--- src/rtl/npc_pkg.sv ---
// Shared execute-stage definitions: ALU op bit positions and the exu_ctrl state encoding.
package npc_pkg;

    localparam int ALU_OP_W   = 10;
    localparam int ALU_OP_ADD = 0;
    localparam int ALU_OP_MUL = 1;

    typedef enum logic [1:0] {
        EXU_IDLE = 2'd0,
        EXU_MUL  = 2'd1,
        EXU_DONE = 2'd2
    } exu_state_e;

endpackage

--- src/rtl/exu_ctrl.sv ---
// Execute-stage sequencer: owns the shared add-only ALU, runs ADD/unknown ops in one
// pass and MUL as a DATA_WIDTH-step shift-add loop, and registers the write-back tuple.
module exu_ctrl
    import npc_pkg::*;
#(
    parameter int ADDR_WIDTH = 5,
    parameter int DATA_WIDTH = 32
) (
    input  logic                  clk,
    input  logic                  rst,
    input  logic                  in_valid,
    output logic                  in_ready,
    input  logic [ALU_OP_W-1:0]   aluOp,
    input  logic [DATA_WIDTH-1:0] aluSrc1,
    input  logic [DATA_WIDTH-1:0] aluSrc2,
    input  logic                  d_regW,
    input  logic [ADDR_WIDTH-1:0] d_regAddr,
    output logic [ALU_OP_W-1:0]   alu_op,
    output logic [DATA_WIDTH-1:0] alu_src1,
    output logic [DATA_WIDTH-1:0] alu_src2,
    input  logic [DATA_WIDTH-1:0] alu_result,
    output logic                  out_valid,
    input  logic                  out_ready,
    output logic                  e_regW,
    output logic [ADDR_WIDTH-1:0] e_regAddr,
    output logic [DATA_WIDTH-1:0] e_regData
);

    localparam int              CNT_W    = $clog2(DATA_WIDTH);
    localparam logic [CNT_W-1:0] CNT_LAST = CNT_W'(DATA_WIDTH - 1);

    exu_state_e            state_q,     state_d;
    logic [CNT_W-1:0]      counter_q,   counter_d;
    logic [DATA_WIDTH-1:0] acc_q,       acc_d;
    logic [DATA_WIDTH-1:0] mcand_q,     mcand_d;
    logic [DATA_WIDTH-1:0] mplier_q,    mplier_d;
    logic                  e_regW_q,    e_regW_d;
    logic [ADDR_WIDTH-1:0] e_regAddr_q, e_regAddr_d;
    logic [DATA_WIDTH-1:0] e_regData_q, e_regData_d;
    logic                  accept;

    assign in_ready  = (state_q == EXU_IDLE) || ((state_q == EXU_DONE) && out_ready);
    assign accept    = in_valid && in_ready;
    assign out_valid = (state_q == EXU_DONE);
    assign e_regW    = e_regW_q;
    assign e_regAddr = e_regAddr_q;
    assign e_regData = e_regData_q;

    // Next-state, datapath updates and ALU port steering.
    always_comb begin
        // NOTE: every output of this block gets a default first so no path leaves a latch.
        state_d     = state_q;
        counter_d   = counter_q;
        acc_d       = acc_q;
        mcand_d     = mcand_q;
        mplier_d    = mplier_q;
        e_regW_d    = e_regW_q;
        e_regAddr_d = e_regAddr_q;
        e_regData_d = e_regData_q;
        alu_op      = '0;
        alu_src1    = '0;
        alu_src2    = '0;

        case (state_q)
            EXU_IDLE, EXU_DONE: begin
                // A consumed tuple with nothing new behind it drops back to idle.
                if (state_q == EXU_DONE && out_ready) begin
                    state_d = EXU_IDLE;
                end
                if (accept) begin
                    e_regW_d    = d_regW;
                    e_regAddr_d = d_regAddr;
                    if (aluOp[ALU_OP_MUL]) begin
                        acc_d     = '0;
                        mcand_d   = aluSrc1;
                        mplier_d  = aluSrc2;
                        counter_d = '0;
                        state_d   = EXU_MUL;
                    end else begin
                        // Single pass: the sibling ALU yields 0 for reserved ops.
                        alu_op      = aluOp;
                        alu_src1    = aluSrc1;
                        alu_src2    = aluSrc2;
                        e_regData_d = alu_result;
                        state_d     = EXU_DONE;
                    end
                end
            end
            EXU_MUL: begin
                alu_op[ALU_OP_ADD] = 1'b1;
                alu_src1           = acc_q;
                alu_src2           = mcand_q;
                if (mplier_q[0]) begin
                    acc_d = alu_result;
                end
                mcand_d   = mcand_q << 1;
                mplier_d  = mplier_q >> 1;
                counter_d = counter_q + CNT_W'(1);
                // Fixed DATA_WIDTH iterations, no early exit on a zero multiplier.
                if (counter_q == CNT_LAST) begin
                    // NOTE: blocking assignments here read acc_d as already updated above.
                    e_regData_d = acc_d;
                    state_d     = EXU_DONE;
                end
            end
            default: state_d = EXU_IDLE;
        endcase
    end

    // State and datapath registers; reset drops any in-flight op.
    always_ff @(posedge clk or posedge rst) begin
        if (rst) begin
            // NOTE: the datapath registers are plain flops, so resetting them is cheap and keeps outputs defined.
            state_q     <= EXU_IDLE;
            counter_q   <= '0;
            acc_q       <= '0;
            mcand_q     <= '0;
            mplier_q    <= '0;
            e_regW_q    <= 1'b0;
            e_regAddr_q <= '0;
            e_regData_q <= '0;
        end else begin
            // NOTE: sequential state uses non-blocking assignments only.
            state_q     <= state_d;
            counter_q   <= counter_d;
            acc_q       <= acc_d;
            mcand_q     <= mcand_d;
            mplier_q    <= mplier_d;
            e_regW_q    <= e_regW_d;
            e_regAddr_q <= e_regAddr_d;
            e_regData_q <= e_regData_d;
        end
    end

endmodule

--- config.mk ---
export PLATFORM = sky130hd
export DESIGN_NAME = exu_ctrl
export DESIGN_NICKNAME = d
export VERILOG_FILES = /design/src/rtl/npc_pkg.sv /design/src/rtl/exu_ctrl.sv
export SDC_FILE = /design/constraint.sdc
export NUM_CORES = 1
export LEC_CHECK = 0
export CORE_MARGIN = 2
export CORE_UTILIZATION = 43
export CTS_CLUSTER_SIZE = 25
export DETAILED_ROUTE_END_ITERATION = 6
export PLACE_DENSITY = 0.77
export SYNTH_ARGS = -nofsm -noshare
export SYNTH_HDL_FRONTEND = slang
export SYNTH_SLANG_ARGS = --single-unit
--- constraint.sdc ---
create_clock -name clk -period 5 [get_ports clk]
set_clock_uncertainty 0.1 [all_clocks]
set_input_delay 1 -clock clk [delete_from_list [all_inputs] [get_ports clk]]
set_output_delay 1 -clock clk [all_outputs]
set_load 0.01 [all_outputs]
-- Word-level counts from Yosys, hierarchy flattened
Cells that the tools add are included.
- add/subtract/negate cells: 1
- equality and inequality tests: 8
- mux-type cells: 32
- reduce and logical (&&, ||, !) cells: 10
- operators with widths (cell ; number):
    32-bit two-way mux ; 14
    32-bit case mux with 2 select lines ; 6
    10-bit two-way mux ; 2
    5-bit two-way mux ; 2
    5-bit case mux with 2 select lines ; 1
    9-bit two-way mux ; 1
    2-bit two-way mux ; 4
    2-bit inequality test, second input constant ; 4
    5-bit by 1-bit adder with 5-bit output, second input constant ; 1
    5-bit equality test, second input constant ; 1
    2-bit case mux with 2 select lines ; 1
    2-bit AND reduction ; 2
    4-bit AND reduction ; 1
    3-bit inequality test, second input constant ; 1
    3-bit AND reduction ; 1
    2-bit by 1-bit equality test with 1-bit output, second input constant ; 1
    2-bit equality test, second input constant ; 1
    1-bit logical AND ; 2
    2-bit logical NOT ; 1
    1-bit case mux with 2 select lines ; 1
    2-bit nonzero test ; 1
    2-bit OR reduction ; 1
    1-bit logical OR ; 1
- register bits: 141
- input bits: 116
- output and inout port bits: 114
- word-level logic and storage cells: 59

-- Depth between registers and ports, before layout
- word-level depth: 6
- gate-level depth with buffers: 7

-- Least setup slack after synthesis
Ideal clock, no wire load.
- kind: input -> output
- from: input port in_valid
- to: output port alu_src1[13]
- arrival: 2.025 ns
- path slack: 1.875 ns
- stages: 5
- buffers on the path: 2
- cells stage by stage: nor4bb_4 buf_6 clkbuf_1 o21ai_0 a21oi_1
- word-level cells in the longest chain between the ends: 3
- RTL lines (element ; RTL line ; text):
    from (decl) ; exu_ctrl.sv:11 ; input logic in_valid,
    1-bit logical AND ; exu_ctrl.sv:43 ; assign accept = in_valid && in_ready;
    32-bit two-way mux ; exu_ctrl.sv:70 ; if (accept) begin
    32-bit case mux with 2 select lines ; exu_ctrl.sv:64 ; case (state_q)
    to (decl) ; exu_ctrl.sv:19 ; output logic [DATA_WIDTH-1:0] alu_src1,
No other way between the ends.

-- Worst setup path in the final report
- from: input port in_valid
- to: output port alu_src1[30]
The elaborated chain is that of the path after synthesis.

==> results.md <==
- Top FF cell, synth: dfrtp_1
- First DRT Iteration DRCs: just under 500
- Ys async rst share: 100%
- Synth top area share: 46.9%
- Synth-to-layout area growth: 39.5%
- Fraction of layout cells with a size suffix above 1: 14.9%
- Synthesized instance count: 786
- CTS tree: yes
- Hold Path Stages: 2
- First-pass GRT wire length: roughly 37000 um
- Final Hold Fails: 0
- Grt ovf: 0
- DRC Markers: 0
- Placed Cells: around 1200
- Seq cells post-synth: ~140
- Synth Net Count: roughly 900
- RR Endpoint: mplier_q[22]
- Startpoint types: input pin
- Core area: 17200 sq um
- Initial antenna violation count: 2
- Synth cell types: 39
- Status: completed
- Placer congestion estimate: between 0.8 and 0.9
- Reg2reg setup slack: between 2 and 2.5 ns
- GRT Overall Usage: 25.8%
- RSZ-0062 raised after global routing: no
- Critical Path Slowest Stage Cell: clkdlybuf4s50_1
- DIE AREA: between 15000 and 20000 sq um
- Clock Tree Buf Depth: 2
- Vias: ~6700
- Final WL: between 20000 and 25000 um
- Syn Std Cell Area: 7530 sq um
- Fmax: around 0.23 GHz
- CP max FO: between 40 and 50
- Worst R2R Start: state_q[0]
- Vias in the first global route: roughly 6500
- FP Rows: 48
- CP dominant cell by count: clkdlybuf4s50_1
- Nets: roughly 1100
- CTS clk-pin slew, worst paths: approximately 0.06 ns
- Routed len/inst: between 15 and 20 um
- Worst relative slew slack: 31.0%
- Hold/Removal Path Class: register to register
- Final Non-Filler Cells: 1213
- Leak: about 4.5 nW
- Max cap viols: 0
- Final setup fails: 0
- Post-DP HPWL: 16400 um
- Die X: about 140 um
- CP Capture Type: output port
- IO Pins: 230
- Die H: around 140 um
- Crit share post-route: approximately 87%
- Slew Limit Fails: 0
- Delay-heaviest family, CP: buffers and inverters
- Via density: 5.51
- Cell taking the most area after synthesis: dfrtp_1
- Post-route antenna net violation count: 0
- CTS Buf Count: 17
- Post-CTS Setup Repair Bufs: 0
- Pwr per Cell Area: approximately 630 nW/um^2
- Syn Area/Cell: between 9 and 10 sq um
- Critical path cell sequence: clkdlybuf4s50_1, nor4bb_4, buf_4, o21ai_0, a21oi_1, clkdlybuf4s50_1
- Buf/Inv on CP: 3
- Final setup TNS: 0 ns
- CTS H-tree lvls: 4
- Port Buffers: approximately 230
- Worst-margin pin slew: 1.03 ns
- Starting density of the core: ~44%
- Ys Warns: 0
- TritonCTS sink count: about 140
- Critical Path Max Stage Delay: between 0.5 and 0.6 ns
- Hold_sp: mplier_q[14]
- Number of enable flip-flop cells after synthesis: 0
- Max IR drop VDD: approximately 350 uV
- Post-CTS resize count: 0
- Largest net degree at the start of global routing: 101
- Post-synthesis sequential area ratio: 46.9%
- R2R cell count: 5
- CP Class: input pin to output port
- Worst-skew pair later-pin latency: 0.42 ns
- WP data arrival: ~3.3 ns
- Clock root cell: clkbuf_16
- Worst Path Required: between 3 and 4 ns
- Top cells by area, synth: dfrtp_1 (47%), nand2_1 (9.7%), o21ai_0 (8.6%)
- DR pass1 iterations: 7
- Post-CTS Hold Fix Bufs: 0
- Min Tclk post-route: around 4.4 ns
- WHS Endpoint: mplier_q[13]
-- placed cells by master, fill, tap and decap left out, drive strengths merged, types with 6 or more instances in the layout --
cell	instances
clkdlybuf4s50	228
nand2	195
dfrtp	141
o21ai	133
mux2	71
o211ai	62
a21oi	35
a22o	32
buf	18
clkbuf	17
and2	9
clkinv	6
-- flip-flops by register name, summed over array words and instances, names as in the netlist --
name       flops
e_regW         1
e_regData     32
counter_q      5
state_q        2
mcand_q       32
e_regAddr      5
mplier_q      32
acc_q         32
-- final cells by class --
class	instances	area (sq um)
flip-flops and latches	141	3530
inverters	2	12.5
clock inverters	14	194
diodes	2	5.00
clock buffers	17	425
well taps	225	282
fillers	1455	6680
repair buffers	246	2430
multi-input cells	566	3620
-- worst reg2reg max path, stage by stage, from the launching register on --
cell and delay [ns]:
dfrtp_1 0.70, buf_4 0.47, and4bb_2 0.30, or2_2 0.59, buf_4 0.35, o211ai_1 0.23
-- worst max path at each step --
stage                   from  cells after the start            to  slack (ns)
floorplan                rst                      1      acc_q[0]        0.12
global placement    in_valid                      6  alu_src1[27]        0.75
detailed placement  in_valid                      6  alu_src1[30]        0.67
CTS                 in_valid                      6  alu_src1[30]        0.68
global route        in_valid                      6  alu_src1[30]        0.49
finish              in_valid                      6  alu_src1[30]        0.64
-- report_power, final --
group	total [mW]	switching [mW]	leakage, nW	internal (mW)
Clock	1.34	0.504	0.299	0.833
Combinational	3.21	1.55	2.42	1.66
Sequential	2.01	0.336	1.76	1.68
-- kinds of logic (layout without fill, tap and decap cells) --
logic type      Yosys count  count (layout)  synth area share (%)
buf+inv                  79             279                  5.24
compound gates          267             267                  22.5
fa+ha+maj                 2               2                 0.332
flops                   141             141                  46.9
mux                      71              71                  11.6
other cells               1               3                0.0498
simple gates            224             224                  13.2
xor+xnor                  1               1                 0.116
-- per-layer routing --
layer  global-route usage [%]  part of all wire [%]  vias to the layer above
met5                        0                     0                        -
met4                     9.20                   2.5                        0
met3                     6.90                   6.7                       36
met1                     34.9                    44                     3256
met2                     40.0                    47                      238
li1                         -                     -                     3159
-- Yosys cell counts (8+ instances only) --
cell type	number
nand2_1	195
dfrtp_1	141
o21ai_0	129
mux2_2	50
clkbuf_1	49
o211ai_1	48
a21oi_1	35
a22o_1	32
mux2_4	20
buf_2	15
o211ai_2	14
and2_1	9
buf_6	8
-- metrics by stage --
stage	power (mW)	setup WS (ns)	util [%]	hold slack, ns	instance area [sq um]
final	6.56	0.645	61.1	0.395	10500
after global routing	6.97	0.495	61.1	0.415	10500
after CTS	6.60	0.678	61.1	0.396	10500
after detailed placement	5.23	0.672	57.5	0.384	9870
after global placement	5.15	0.752	57.5	0.377	9870
after floorplan	3.88	0.119	-	0.369	7530
(Power assumes the default switching activity.)
